===== src/rtl/noc_pkg.sv =====
// Shared NoC definitions for the router input unit.
//   flit type encodings (top two bits of a flit)
//   one-hot output-port constants {L,S,N,W,E}, bit0 = E
//   per-VC control FSM state enum
//   bit offset of the destination X field inside a head flit
package noc_pkg;

  localparam logic [1:0] FLIT_HEAD = 2'b11;
  localparam logic [1:0] FLIT_BODY = 2'b01;
  localparam logic [1:0] FLIT_TAIL = 2'b10;
  localparam logic [1:0] FLIT_INV  = 2'b00;

  localparam logic [4:0] PORT_E = 5'b00001;
  localparam logic [4:0] PORT_W = 5'b00010;
  localparam logic [4:0] PORT_N = 5'b00100;
  localparam logic [4:0] PORT_S = 5'b01000;
  localparam logic [4:0] PORT_L = 5'b10000;

  // Destination Y sits directly above X: Y LSB = DEST_X_LSB + COORD_W.
  localparam int DEST_X_LSB = 6;

  typedef enum logic [1:0] {
    VC_IDLE    = 2'd0,
    VC_ROUTE   = 2'd1,
    VC_VA_WAIT = 2'd2,
    VC_ACTIVE  = 2'd3
  } vc_state_e;

endpackage


===== src/rtl/vc_input_unit_fifo.sv =====
// Per-VC flit FIFO with a combinational front read.
//   clk, reset (async, active low)
//   push/din  : write; accepted when not full, or when full and popping this cycle
//   pop       : removes the front entry (ignored when empty)
//   front     : current front entry, valid while !empty
//   full/empty: occupancy flags
module vc_fifo #(
  parameter int WIDTH = 64,
  parameter int DEPTH = 4
) (
  input  logic             clk,
  input  logic             reset,
  input  logic             push,
  input  logic             pop,
  input  logic [WIDTH-1:0] din,
  output logic [WIDTH-1:0] front,
  output logic             full,
  output logic             empty
);

  localparam int AW = $clog2(DEPTH);
  localparam logic [AW:0] FULL_CNT = (AW+1)'(DEPTH);

  logic [WIDTH-1:0] mem [DEPTH];
  logic [AW-1:0]    wr_ptr;
  logic [AW-1:0]    rd_ptr;
  logic [AW:0]      count;
  logic             do_push;
  logic             do_pop;

  assign empty   = (count == '0);
  assign full    = (count == FULL_CNT);
  assign do_pop  = pop && !empty;
  assign do_push = push && (!full || do_pop);
  assign front   = mem[rd_ptr];

  // DEPTH is a power of two, so the pointers wrap naturally.
  always_ff @(posedge clk or negedge reset) begin
    if (!reset) begin
      wr_ptr <= '0;
      rd_ptr <= '0;
      count  <= '0;
    end else begin
      if (do_push) wr_ptr <= wr_ptr + 1'b1;
      if (do_pop)  rd_ptr <= rd_ptr + 1'b1;
      case ({do_push, do_pop})
        2'b10:   count <= count + 1'b1;
        2'b01:   count <= count - 1'b1;
        default: count <= count;
      endcase
    end
  end

  always_ff @(posedge clk) begin
    if (do_push) mem[wr_ptr] <= din;
  end

endmodule


===== src/rtl/vc_input_unit.sv =====
// Router input port: NUM_VC virtual channels, each with a flit FIFO and a
// route / VC-allocation / switch-request control FSM; round-robin switch
// request across active VCs; credit pulse upstream per departing flit.
//   clk, reset (async, active low)
//   X_cur, Y_cur         : this router's mesh coordinates
//   in_valid/in_vc/in_flit : incoming flit and its target VC
//   credit_out           : per-VC pulse when a flit leaves that FIFO
//   va_req/va_port       : per-VC downstream VC request and one-hot out port
//   va_grant/va_out_vc   : per-VC grant and granted downstream VC
//   sa_req/sa_vc/sa_port/sa_out_vc/sa_flit : switch request of the selected VC
//   sa_grant             : pops the selected VC this cycle
//   err                  : sticky overflow / protocol violation flag
//
// Per-VC FSM:
//   state      | meaning
//   VC_IDLE    | waiting for a head at the FIFO front; non-head fronts are dropped
//   VC_ROUTE   | one cycle: XY route of the head, port latched
//   VC_VA_WAIT | va_req high until va_grant, then downstream VC latched
//   VC_ACTIVE  | switch-eligible while non-empty; popping a tail returns to idle
module vc_input_unit
  import noc_pkg::*;
#(
  parameter int FLIT_W  = 64,
  parameter int NUM_VC  = 2,
  parameter int DEPTH   = 4,
  parameter int COORD_W = 3,
  localparam int VC_W   = $clog2(NUM_VC)
) (
  input  logic                   clk,
  input  logic                   reset,
  input  logic [COORD_W-1:0]     X_cur,
  input  logic [COORD_W-1:0]     Y_cur,
  input  logic                   in_valid,
  input  logic [VC_W-1:0]        in_vc,
  input  logic [FLIT_W-1:0]      in_flit,
  output logic [NUM_VC-1:0]      credit_out,
  output logic [NUM_VC-1:0]      va_req,
  output logic [5*NUM_VC-1:0]    va_port,
  input  logic [NUM_VC-1:0]      va_grant,
  input  logic [VC_W*NUM_VC-1:0] va_out_vc,
  output logic                   sa_req,
  output logic [VC_W-1:0]        sa_vc,
  output logic [4:0]             sa_port,
  output logic [VC_W-1:0]        sa_out_vc,
  output logic [FLIT_W-1:0]      sa_flit,
  input  logic                   sa_grant,
  output logic                   err
);

  localparam int DEST_Y_LSB = DEST_X_LSB + COORD_W;

  function automatic logic [4:0] xy_route(input logic [COORD_W-1:0] dx, input logic [COORD_W-1:0] dy,
                                          input logic [COORD_W-1:0] cx, input logic [COORD_W-1:0] cy);
    if (dx > cx)      return PORT_E;
    else if (dx < cx) return PORT_W;
    else if (dy > cy) return PORT_N;
    else if (dy < cy) return PORT_S;
    else              return PORT_L;
  endfunction

  vc_state_e         state      [NUM_VC];
  logic [4:0]        port_q     [NUM_VC];
  logic [VC_W-1:0]   out_vc_q   [NUM_VC];
  logic [FLIT_W-1:0] front      [NUM_VC];
  logic [1:0]        front_type [NUM_VC];
  logic [4:0]        route_port [NUM_VC];

  logic [NUM_VC-1:0] full, empty, push, pop, discard, sa_pop, elig, ovf;
  logic [VC_W-1:0]   rr_ptr;
  logic [VC_W-1:0]   sel_vc;
  logic              sel_found;
  logic [1:0]        in_type;

  assign in_type = in_flit[FLIT_W-1 -: 2];

  for (genvar v = 0; v < NUM_VC; v++) begin : g_vc
    vc_fifo #(.WIDTH(FLIT_W), .DEPTH(DEPTH)) u_fifo (
      .clk   (clk),
      .reset (reset),
      .push  (push[v]),
      .pop   (pop[v]),
      .din   (in_flit),
      .front (front[v]),
      .full  (full[v]),
      .empty (empty[v])
    );

    assign front_type[v] = front[v][FLIT_W-1 -: 2];
    assign route_port[v] = xy_route(front[v][DEST_X_LSB +: COORD_W], front[v][DEST_Y_LSB +: COORD_W],
                                    X_cur, Y_cur);
    assign push[v]    = in_valid && (in_vc == VC_W'(v)) && (in_type != FLIT_INV);
    // An idle VC can only make progress on a head; anything else is stale and dropped.
    assign discard[v] = (state[v] == VC_IDLE) && !empty[v] && (front_type[v] != FLIT_HEAD);
    assign elig[v]    = (state[v] == VC_ACTIVE) && !empty[v];
    assign sa_pop[v]  = sa_grant && sel_found && (sel_vc == VC_W'(v));
    assign pop[v]     = discard[v] | sa_pop[v];
    assign ovf[v]     = push[v] && full[v] && !pop[v];
    assign va_req[v]  = (state[v] == VC_VA_WAIT);
    assign va_port[v*5 +: 5] = port_q[v];
  end

  assign credit_out = pop;

  // Round-robin pick: first eligible VC at or after rr_ptr, wrapping.
  always_comb begin
    int idx;
    sel_found = 1'b0;
    sel_vc    = '0;
    idx       = 0;
    for (int i = 0; i < NUM_VC; i++) begin
      idx = int'(rr_ptr) + i;
      if (idx >= NUM_VC) idx = idx - NUM_VC;
      if (!sel_found && elig[idx[VC_W-1:0]]) begin
        sel_found = 1'b1;
        sel_vc    = idx[VC_W-1:0];
      end
    end
  end

  always_comb begin
    sa_req    = sel_found;
    sa_vc     = '0;
    sa_port   = '0;
    sa_out_vc = '0;
    sa_flit   = '0;
    if (sel_found) begin
      sa_vc     = sel_vc;
      sa_port   = port_q[sel_vc];
      sa_out_vc = out_vc_q[sel_vc];
      sa_flit   = front[sel_vc];
    end
  end

  always_ff @(posedge clk or negedge reset) begin
    if (!reset) begin
      for (int v = 0; v < NUM_VC; v++) begin
        state[v]    <= VC_IDLE;
        port_q[v]   <= '0;
        out_vc_q[v] <= '0;
      end
      rr_ptr <= '0;
      err    <= 1'b0;
    end else begin
      for (int v = 0; v < NUM_VC; v++) begin
        case (state[v])
          VC_IDLE:
            if (!empty[v] && front_type[v] == FLIT_HEAD) state[v] <= VC_ROUTE;
          VC_ROUTE: begin
            port_q[v] <= route_port[v];
            state[v]  <= VC_VA_WAIT;
          end
          VC_VA_WAIT:
            if (va_grant[v]) begin
              out_vc_q[v] <= va_out_vc[v*VC_W +: VC_W];
              state[v]    <= VC_ACTIVE;
            end
          VC_ACTIVE:
            // A stray head mid-packet is forwarded like a body; only a tail ends the packet.
            if (sa_pop[v] && front_type[v] == FLIT_TAIL) state[v] <= VC_IDLE;
          default: state[v] <= VC_IDLE;
        endcase
      end
      if (sa_grant && sel_found)
        rr_ptr <= (sel_vc == VC_W'(NUM_VC - 1)) ? '0 : sel_vc + 1'b1;
      if (|discard || |ovf) err <= 1'b1;
    end
  end

endmodule

===== config.mk =====
export PLATFORM = sky130hd
export DESIGN_NAME = vc_input_unit
export DESIGN_NICKNAME = d
export VERILOG_FILES = /design/src/rtl/noc_pkg.sv /design/src/rtl/vc_input_unit_fifo.sv /design/src/rtl/vc_input_unit.sv
export SDC_FILE = /design/constraint.sdc
export NUM_CORES = 1
export LEC_CHECK = 0
export BUFFER_PORTS_ARGS = -buffer_cell sky130_fd_sc_hd__buf_2
export CAP_MARGIN = 10
export CORE_AREA = 2 2 299 301
export DETAILED_ROUTE_END_ITERATION = 6
export DIE_AREA = 0 0 301 303
export PLACE_DENSITY = 0.5
export SYNTH_ARGS = -nofsm -noshare
export SYNTH_HDL_FRONTEND = slang
export SYNTH_HIERARCHICAL = 1
export SYNTH_SLANG_ARGS = --single-unit

===== constraint.sdc =====
create_clock -name clk -period 3.8 [get_ports clk]
set_clock_uncertainty 0.2 [all_clocks]
set_input_delay 0.76 -clock clk [delete_from_list [all_inputs] [get_ports clk]]
set_output_delay 0.76 -clock clk [all_outputs]
set_load 0.1 [all_outputs]

==> impl_results.md, run 1 <==
- Outcome: completed
- CP max stage cell: dfrtp_4
- Synth Net Count: roughly 1300
- Area of the multi-input gates: about 0.0055 sq mm
- GRT Max-Usage Layer: met2
- Complex-gate fraction of the synthesized area: 3.57%
- First-pass GRT wire length: 82.6 mm
- H-tree depth: 2
- Post-Syn Area: around 0.022 sq mm
- Yosys reg bits: ~540
- 1st-iter DRT viols: 880
- Vias in the first global route: about 12000
- GPL Wtd Cong: ~0.75
- Max Slew Vio Count: 0
- Post-synthesis sequential area ratio: between 70 and 80%
- Die X-Extent: ~300 um
- XOR/XNOR Fraction of Synth Area: less than 1%
- Largest family of logic cells by synthesized area: multiplexers
- DP Area: between 0.02 and 0.03 sq mm
- Crit-path max cell delay: between 0.5 and 0.6 ns
- Worst path arrival time: around 2.8 ns
- DRT Pass-1 Iters: 5
- Reg area: 0.0162 sq mm
- Max-cap violations: 0
- Post-synth ARST share: under 10%
- Met3 usage: 2.70%
- Simple-Gate Fraction of Synth Area: 4.18%
- Nets: ~1500
- Setup ws final: 0.0875 ns
- Warnings from Yosys: 6
- Actual slew at the worst max-slew pin: roughly 0.88 ns
- Count of different cell masters after synthesis: 53
- Die area: around 0.09 sq mm
- Antenna violations before repair: 8
- CTS Buffer Depth: 3
- Clk_lat worst skew: 0.60 ns
- Min-delay worst type: primary input to asynchronous set/reset pin
- Count of final hold-check violations: 0
- Initial Util: around 25%
- F_max: approximately 270 MHz
- Req. time, crit path: roughly 2.8 ns
- Post-Place Worst Slack: about 0.22 ns
- Commonest register cell after synthesis: edfxtp_1
- VDD IR max: 0.946 mV
- Type of the worst setup path: flop to output port
- Most frequent cells in the layout: 512 x edfxtp_1, 147 x nand2_1, 128 x mux4_2, 99 x buf_2, 78 x buf_12
- CTS tree: done
- Final setup vio count: 0
- Clk slew on worst S/H paths: 0.06 ns
- RSZ-0062 raised after global routing: no
- GR Overflow Total: 0
- Post-synthesis cell count: between 1000 and 1500
- Relative slew slack: roughly two fifths
- Crit path max fanout: 16
- Pleak: between 9 and 10 nW
- Root cell of the clock tree: clkbuf_16
- GR Util met2: 20.4%
- Fin Setup TNS: 0 ns
- P&R area growth vs syn: 26.9%
- Mux share of post-synthesis cell area: 13.7%
- Core Area: roughly 0.088 sq mm
- Die Span Y: 303 um
- Worst-path cell chain: buf_16 -> mux4_2 -> nand2_1 -> o21ai_0 -> buf_4
- Tmin final: roughly 3.7 ns
- GR Layer Usage met1: around 17%
- Post-DRT Antenna Nets: 0
- Via Count: about 11000
- Final instance area: 0.0277 sq mm
- PortBufs: roughly 170
- Fin crit share: between 90% and 100%
- Ant diodes: 0
- EDFF count, synth: ~500
- Row count: 109
- Startpoint types: flop
- Wire length per cell: 21.9 um
- DRT Wirelength: 56.7 mm
- Synth Area in Adders: under 10%
- Share of post-route cells with drive strength above 1: 35.7%
- Gr usage total: ~12%
- Sink Count: 544
- Largest net degree at the start of global routing: 37
- Fill cells: roughly 8500
- Most common cell after layout, fill and taps aside: edfxtp_1
- Pwr dens: around 930 mW/mm^2
- Setup crit end kind: output port
- Synthesized area per cell: 19.0 sq um
- # IOs: 166
- HPWL Detailed: 33.8 mm
- DR vias/cell: 4.43
- DRC viols: 0
- Total CTS buffers: around 60
-- registers in the layout (all words and copies together) (netlist names) --
signal	flops
g_vc.u_fifo/mem	512
va_port	10
g_vc.u_fifo/count	6
g_vc.u_fifo/rd_ptr	4
g_vc.u_fifo/wr_ptr	4
state	4
out_vc_q	2
err	1
rr_ptr	1
-- metal layers --
| layer | vias up | routed length (um) |
|---|---|---|
| li1 | 5006 | - |
| met1 | 6061 | 25400 |
| met2 | 304 | 27200 |
| met3 | 77 | 3090 |
| met4 | 12 | 926 |
| met5 | - | 73 |
-- final cells by class --
| cell class | instances | share of cell area, % |
|---|---|---|
| inverter | 45 | 0.618 |
| clock inverter | 31 | 0.961 |
| timing repair buffer | 216 | 9.04 |
| clock buffer | 77 | 5.87 |
| multi-input combinational | 506 | 19.8 |
| sequential | 544 | 58.4 |
| tap | 1165 | 5.26 |
-- worst max-delay path: cells and delay by family (launching register included) --
family | cells | cell delay [ns]
buffers and inverters | 2 | 0.62
and+or+nand+nor | 1 | 0.06
DFF | 1 | 0.57
AOI/OAI and AO/OA | 1 | 0.47
muxes | 1 | 0.40
-- power by group --
group	switching [mW]	total [mW]	internal, mW	leakage (nW)
clock network	2.31	5.59	3.27	0.924
registers	0.346	7.58	7.24	5.02
logic	8.16	12.5	4.37	3.28
-- synthesized netlist by cell type (9+ instances only) --
cell	instances	area share (%)
nand2_1	147	2.5
clkbuf_1	12	0.21
buf_4	9	0.31
nor2_1	12	0.21
nand3_1	12	0.27
o21ai_0	52	1.2
mux4_2	128	13
o21ai_1	22	0.50
dfrtp_1	32	3.7
buf_2	28	0.64
inv_1	45	0.77
edfxtp_1	512	70
ha_1	30	1.7
-- worst paths after layout --
| kind | startpoint | end | slack (ns) | cells after the start |
|---|---|---|---|---|
| max | g_vc[0].u_fifo/rd_ptr[0]$_DFFE_PN0N_ | sa_flit[8] | 0.09 | 5 |
| min | reset | state[2]$_DFFE_PN0P_ | 0.07 | 1 |
| max reg2reg | g_vc[0].u_fifo/rd_ptr[0]$_DFFE_PN0N_ | g_vc[0].u_fifo/count[1]$_DFFE_PN0P_ | 0.38 | 10 |
| min reg2reg | out_vc_q[1]$_DFFE_PN0P_ | out_vc_q[1]$_DFFE_PN0P_ | 0.32 | 1 |
| max in group asynchronous | reset | g_vc[1].u_fifo/rd_ptr[1]$_DFFE_PN0N_ | 2.65 | 1 |
| min in group clk | va_out_vc[0] | out_vc_q[1]$_DFFE_PN0P_ | 0.20 | 2 |
-- what timing repair did --
item	in CTS	in global routing
pin swaps	2	2
endpoints found under the hold margin	0	0
cloned	4	0
hold buffers	0	0
setup endpoints to repair	71	42
setup buffers	3	3
gates resized for setup	52	28
-- cells by family after synthesis --
family                     count (synthesis)
DFF                                      544
muxes                                    138
xor gates and xnor gates                  10
AOI/OAI and AO/OA                        120
adders and majority gates                 32
and+or+nand+nor                          205
buffers and inverters                    102
-- stage by stage --
step                hold slack (ns)  power [mW]  cells  util, %
finish                       0.0713        25.7   2584     31.5
global route                  0.100        26.8   2584     31.5
CTS                          0.0535        26.0   2581     31.5
detailed placement            0.301        19.9   2466     28.9
global placement              0.291        19.7   2466     28.9
floorplan                     0.264        15.8   1151        -
No activity file was read; power rests on OpenSTA's default activity.
==> run 2, diff against run 1 <==
--- a/config.mk
+++ b/config.mk
@@ -5,7 +5,7 @@
 export SDC_FILE = /design/constraint.sdc
 export NUM_CORES = 1
 export LEC_CHECK = 0
-export BUFFER_PORTS_ARGS = -buffer_cell sky130_fd_sc_hd__buf_2
+export BUFFER_PORTS_ARGS = -buffer_cell sky130_fd_sc_hd__clkbuf_2
 export CAP_MARGIN = 10
 export CORE_AREA = 2 2 299 301
 export DETAILED_ROUTE_END_ITERATION = 6
==> run 2 against run 1 <==
  * Die area is the same
  * Hold slack gained 0.010 ns
  * Register-to-register slack gained 0.09 ns
  * Combinational power grew 4%
  * Power grew 2.3%
  * Cell count grew 0.23%
  * Fmax shrank 0.20%
  * Global-route usage is essentially flat
==> impl_results.md, run 2 (synthesis gave the netlist of run 1 again) <==
- DP Area: 0.0256 sq mm (+0.66%)
- VDD IR max: 0.821 mV (-13%)
- Req. time, crit path: 2.84 ns (about the same)
- Via Count: 11300 (-1.1%)
- DRC viols: 0 (unchanged)
- Area of the multi-input gates: 0.00544 sq mm (-1.0%)
- Initial Util: 24.8% (unchanged)
- Count of final hold-check violations: 0 (unchanged)
- Die area: 0.0912 sq mm (unchanged)
- R2r startpoint: g_vc[0].u_fifo/rd_ptr[0]$_DFFE_PN0N_
- Nets: 1486 (+0.067%)
- Vias in the first global route: 12100 (-0.0083%)
- Tmin final: 3.72 ns (+0.00726 ns)
- Crit path max fanout: 16 (unchanged)
- Relative slew slack: 36.6% (-4.7 points)
- Die X-Extent: 301 um (unchanged)
- Final setup vio count: 0 (unchanged)
- HPWL Detailed: 33.5 mm (-1.1%)
- Total CTS buffers: 60 (-1.6%)
- Setup crit end kind: output port
- Pwr dens: 940 mW/mm^2 (+1.4%)
- Max Slew Vio Count: 0 (unchanged)
- Clk slew on worst S/H paths: 0.06 ns (about the same)
- Setup ws final: 0.0802 ns (-0.00726 ns)
- PortBufs: 165 (unchanged)
- Ant diodes: 0 (unchanged)
- GPL Wtd Cong: 0.762 (+2.3%)
- Outcome: completed
- Actual slew at the worst max-slew pin: 0.951 ns (+0.0704 ns)
- Pleak: 9.30 nW (+0.88%)
- Gr usage total: 12.5% (about the same)
- DRT Wirelength: 57.8 mm (+2.0%)
- Startpoint types: flop
- Die Span Y: 303 um (unchanged)
- Reg2reg end: g_vc[0].u_fifo/mem[0][13]$_DFFE_PP_
- DR vias/cell: 4.38 (-1.3%)
- CTS Buffer Depth: 3 (unchanged)
- First-pass GRT wire length: 82.9 mm (+0.37%)
- # IOs: 166 (unchanged)
- Final instance area: 0.0280 sq mm (+0.88%)
- Root cell of the clock tree: clkbuf_16
- P&R area growth vs syn: 28.0%
- Post-Place Worst Slack: 0.0885 ns (-0.128 ns)
- RSZ-0062 raised after global routing: yes
- Worst path arrival time: 2.76 ns (about the same)
- Most common cell after layout, fill and taps aside: edfxtp_1
- Row count: 109 (unchanged)
- Fin crit share: 97.9% (+0.19 points)
- Max-cap violations: 0 (unchanged)
- Number of flip-flops under the largest register name: 512 (unchanged)
- 1st-iter DRT viols: 808 (-8.2%)
- Core Util, Final: 31.8% (+0.28 points)
- Antenna violations before repair: 6 (-2)
- Type of the worst setup path: flop to output port
- R2R Setup Slk: 0.47 ns (+0.09 ns)
- Most frequent cells in the layout: 512 x edfxtp_1, 145 x nand2_1, 128 x mux4_2, 93 x clkbuf_2, 88 x buf_12
- Core Area: 0.0880 sq mm (unchanged)
- GR Overflow Total: 0 (unchanged)
- H-tree depth: 2 (unchanged)
- Fill cells: 8427 (-0.99%)
- Clk_lat worst skew: 0.62 ns (+0.02 ns)
- Sink Count: 544 (unchanged)
- Min-delay worst type: primary input to asynchronous set/reset pin
- Largest net degree at the start of global routing: 60 (+62%)
- Post-DRT Antenna Nets: 0 (unchanged)
- Cell depth of the worst flop-to-flop path: 7 (-3)
- DRT Pass-1 Iters: 4 (-1)
- Wire length per cell: 22.3 um (+1.8%)
- CTS tree: done
- F_max: 269 MHz (-0.20%)
- Share of post-route cells with drive strength above 1: 35.5% (-0.22 points)
- Most flops, register: g_vc.u_fifo/mem
- Reg area: 0.0162 sq mm (about the same)
-- run 2: changes by cell type in the layout (fill, tap and decap cells not counted), moves of 7 or more --
| cell | delta |
|---|---|
| clkbuf_2 | +93 |
| buf_2 | -99 |
| clkinv_1 | +8 |
| o21ai_4 | -7 |
| buf_12 | +10 |
-- run 2: final cells by class --
class                   instances  share of cell area (%)
multi-input cells             505                    19.5
repair buffers                219                    9.83
flip-flops and latches        544                    57.9
inverters                      45                   0.626
clock buffers                  74                    5.63
well taps                    1165                    5.21
clock inverters                38                    1.34
-- run 2: worst max-delay path by stage --
stage	start	to	slack, ns	depth (start not counted)
finish	g_vc[1].u_fifo/count[2]$_DFFE_PN0P_	sa_flit[31]	0.08	9
global placement	g_vc[1].u_fifo/count[0]$_DFFE_PN0P_	sa_flit[7]	0.12	7
floorplan	g_vc[1].u_fifo/count[0]$_DFFE_PN0P_	sa_flit[0]	-0.73	6
global route	g_vc[1].u_fifo/count[0]$_DFFE_PN0P_	sa_flit[38]	-0.02	9
CTS	g_vc[0].u_fifo/count[0]$_DFFE_PN0P_	sa_port[2]	-0.006	10
detailed placement	g_vc[1].u_fifo/count[0]$_DFFE_PN0P_	sa_flit[7]	0.09	7
-- run 2: through the flow --
stage	cells	hold slack (ns)	total power [mW]	TNS (ns)
detailed placement	2465	0.299	20.3	0
global route	2590	0.103	27.5	-0.158
CTS	2581	0.0603	26.4	-0.0169
finish	2590	0.0816	26.3	0
global placement	2465	0.293	20.2	0
floorplan	1151	0.264	15.8	-29.69
-- run 2: worst max-delay path: stages, from the launching register on --
cell	delay (ns)
dfrtp_1	0.44
or3_4	0.44
inv_4	0.09
nand2b_4	0.15
nor2_4	0.04
buf_12	0.17
buf_16	0.17
clkbuf_16	0.20
o21ai_2	0.19
buf_12	0.20
-- run 2: routing by layer --
layer / vias to the layer above / GRT usage, % / routed length [um]
met1: 5978 / 16.6 / 26200
met4: 10 / 3.10 / 1070
met3: 78 / 2.81 / 2800
met2: 245 / 20.6 / 27700
li1: 5024 / - / -
met5: - / 0 / 72
-- run 2: power breakdown --
| group | total, mW | switching [mW] | internal (mW) |
|---|---|---|---|
| sequential | 7.56 | 0.321 | 7.24 |
| combinational | 13.0 | 8.29 | 4.71 |
| clock | 5.74 | 2.34 | 3.41 |
-- run 2: timing repair --
| item | in CTS | in global routing |
|---|---|---|
| pin swaps | 3 | 1 |
| setup buffers | 3 | 4 |
| resized for setup | 55 | 17 |
| endpoints found under the setup margin | 72 | 54 |
| cloned | 1 | 5 |
| hold buffers | 0 | 0 |
==> run 3, diff against run 2 <==
--- a/config.mk
+++ b/config.mk
@@ -7,10 +7,12 @@
 export LEC_CHECK = 0
 export BUFFER_PORTS_ARGS = -buffer_cell sky130_fd_sc_hd__clkbuf_2
 export CAP_MARGIN = 10
+export CELL_PAD_IN_SITES_DETAIL_PLACEMENT = 1
+export CELL_PAD_IN_SITES_GLOBAL_PLACEMENT = 1
 export CORE_AREA = 2 2 299 301
 export DETAILED_ROUTE_END_ITERATION = 6
 export DIE_AREA = 0 0 301 303
-export PLACE_DENSITY = 0.5
+export PLACE_DENSITY = 0.54
 export SYNTH_ARGS = -nofsm -noshare
 export SYNTH_HDL_FRONTEND = slang
 export SYNTH_HIERARCHICAL = 1
==> run 3 against run 2 <==
  * Power barely moved
  * Sequential cell count did not move
  * Combinational power is essentially flat
  * Hold slack worse by 0.014 ns
  * Sequential share of layout area down 0.29 points
  * Highest routed layer unchanged
  * Count of clock-buffer cells in the layout shrank 2
  * Via count up 0.83%
  * Cell count up 0.81%
  * First-iteration DRC count fell by 7.9%
  * Routed wire length rose by 1.3%
==> impl_results.md, run 3 (synthesis gave the netlist of run 1 again) <==
- Worst path arrival time: 2.73 ns (-0.03 ns)
- Root cell of the clock tree: clkbuf_16
- Tmin final: 3.69 ns (-0.0277 ns)
- Share of post-route cells with drive strength above 1: 36.3% (+0.75 points)
- # IOs: 166 (unchanged)
- 1st-iter DRT viols: 744 (-7.9%)
- Wire length per cell: 22.4 um (+0.45%)
- PortBufs: 165 (unchanged)
- DRT Wirelength: 58.6 mm (+1.3%)
- Core Area: 0.0880 sq mm (unchanged)
- Reg area: 0.0162 sq mm (unchanged)
- Startpoint types: flop
- HPWL Detailed: 36.0 mm (+7.6%)
- Setup crit end kind: output port
- Clk slew on worst S/H paths: 0.06 ns (about the same)
- CP bufs+invs: 6 (+1)
- Pleak: 9.42 nW (+1.2%)
- Die Span Y: 303 um (unchanged)
- Cell family with most CP delay: buffers and inverters
- Actual slew at the worst max-slew pin: 0.925 ns (-0.0260 ns)
- CTS tree: done
- Final setup vio count: 0 (unchanged)
- Total CTS buffers: 60 (unchanged)
- Crit-path max cell delay: 0.42 ns (-0.02 ns)
- Number of flip-flops under the largest register name: 512 (unchanged)
- R2R Setup Slk: 0.44 ns (-0.03 ns)
- CP max stage cell: or3_4
- Clk_lat worst skew: 0.62 ns (about the same)
- PnR Total Power: 26.3 mW (about the same)
- Sink Count: 544 (unchanged)
- Die area: 0.0912 sq mm (unchanged)
- GPL Wtd Cong: 0.735 (-3.6%)
- Fill cells: 8944 (+6.1%)
- Worst-path cell chain: or3_4 -> clkinvlp_4 -> nor3b_4 -> nor2_4 -> buf_12 -> buf_16 -> buf_12 -> nand2_1 -> o21ai_0 -> buf_4 -> buf_12
- Req. time, crit path: 2.84 ns (about the same)
- DRC viols: 0 (unchanged)
- H-tree depth: 2 (unchanged)
- Initial Util: 24.8% (unchanged)
- Min-delay worst type: primary input to asynchronous set/reset pin
- Type of the worst setup path: flop to output port
- Count of final hold-check violations: 0 (unchanged)
- Vias in the first global route: 12600 (+3.8%)
- Largest net degree at the start of global routing: 63 (+5.0%)
- Max-cap violations: 0 (unchanged)
- Non-filler cells, final: 2611 (+0.81%)
- Most common cell after layout, fill and taps aside: edfxtp_1
- P&R area growth vs syn: 28.7%
- CP dominant cell by count: buf_12
- GR Overflow Total: 0 (unchanged)
- Most flops, register: g_vc.u_fifo/mem
- DR vias/cell: 4.38 (about the same)
- Max Slew Vio Count: 0 (unchanged)
- Nets: 1505 (+1.3%)
- Relative slew slack: 38.4% (+1.7 points)
- Fin crit share: 97.2% (-0.73 points)
- VDD IR max: 1.02 mV (+25%)
- Area of the multi-input gates: 0.00540 sq mm (-0.85%)
- Most frequent cells in the layout: 512 x edfxtp_1, 147 x nand2_1, 128 x mux4_2, 93 x buf_12, 92 x clkbuf_2
- Post-DRT Antenna Nets: 0 (unchanged)
- CTS Buffer Depth: 3 (unchanged)
- Via Count: 11400 (+0.83%)
- Die X-Extent: 301 um (unchanged)
- Pwr dens: 936 mW/mm^2 (-0.48%)
- F_max: 271 MHz (+0.75%)
- Crit path max fanout: 8 (-8)
- Row count: 109 (unchanged)
- First-pass GRT wire length: 85.7 mm (+3.3%)
- DP Cell Count: 2476 (+0.45%)
- DRT Pass-1 Iters: 4 (unchanged)
- Cell depth of the worst flop-to-flop path: 10 (+3)
- RSZ-0062 raised after global routing: no
- Antenna violations before repair: 6 (unchanged)
- Reg2reg end: g_vc[0].u_fifo/count[1]$_DFFE_PN0P_
- Gr usage total: 12.8% (+0.33 points)
- R2r startpoint: g_vc[0].u_fifo/rd_ptr[0]$_DFFE_PN0N_
- Outcome: completed
run 3: worst register-to-register path, stage by stage, from the launching register on:
cell	delay, ns
dfrtp_4	0.50
mux4_2	0.59
nand2_1	0.11
and3b_1	0.20
a31o_2	0.30
nor2b_1	0.26
nand2_1	0.11
fa_1	0.47
o21ba_2	0.25
o211ai_1	0.08
a22oi_1	0.19
run 3: metal layers:
| layer | share of wire, % | global-route usage [%] |
|---|---|---|
| met5 | 0.084 | 0 |
| met4 | 1.4 | 2.51 |
| met1 | 46 | 17.6 |
| met2 | 48 | 21.0 |
| met3 | 5.0 | 2.62 |
run 3: how the worst max path moves through the flow:
stage	slack, ns	start	to	depth (start not counted)
floorplan	-0.73	g_vc[1].u_fifo/count[0]$_DFFE_PN0P_	sa_flit[0]	6
global placement	0.21	g_vc[1].u_fifo/count[0]$_DFFE_PN0P_	sa_flit[10]	7
detailed placement	0.21	g_vc[1].u_fifo/count[0]$_DFFE_PN0P_	sa_flit[10]	7
CTS	0.006	g_vc[0].u_fifo/count[0]$_DFFE_PN0P_	sa_flit[55]	9
global route	0.003	g_vc[0].u_fifo/count[2]$_DFFE_PN0P_	sa_flit[29]	9
finish	0.11	g_vc[0].u_fifo/count[2]$_DFFE_PN0P_	sa_flit[60]	11
run 3: per-stage QoR:
step           TNS (ns)  utilization (%)  setup WS (ns)  area (sq um)  hold slack, ns
2_1_floorplan    -29.69                -         -0.731         22000           0.264
4_1_cts               0             31.8        0.00624         28000          0.0661
5_1_grt               0             32.0        0.00300         28100          0.0992
3_5_place_dp          0             29.3          0.208         25800           0.299
3_3_place_gp          0             29.3          0.213         25800           0.294
6_report              0             32.0          0.108         28100          0.0673
run 3: area by class of cell:
cell class                 instances  area share (%)
tap                             1165            5.19
multi-input combinational        505            19.2
antenna                            1         0.00890
clock inverter                    41            1.56
inverter                          45           0.623
timing repair buffer             238            10.2
clock buffer                      72            5.58
sequential                       544            57.6
run 3: what timing repair did:
action | CTS | global route
setup buffers | 10 | 7
pin swaps | 3 | 2
hold buffers | 0 | 0
cloned | 2 | 2
setup endpoints to repair | 72 | 45
resized for setup | 34 | 17
run 3: power by group:
part / internal [mW] / switching [mW]
Combinational: 4.65 / 8.18
Clock: 3.49 / 2.39
Sequential: 7.23 / 0.347
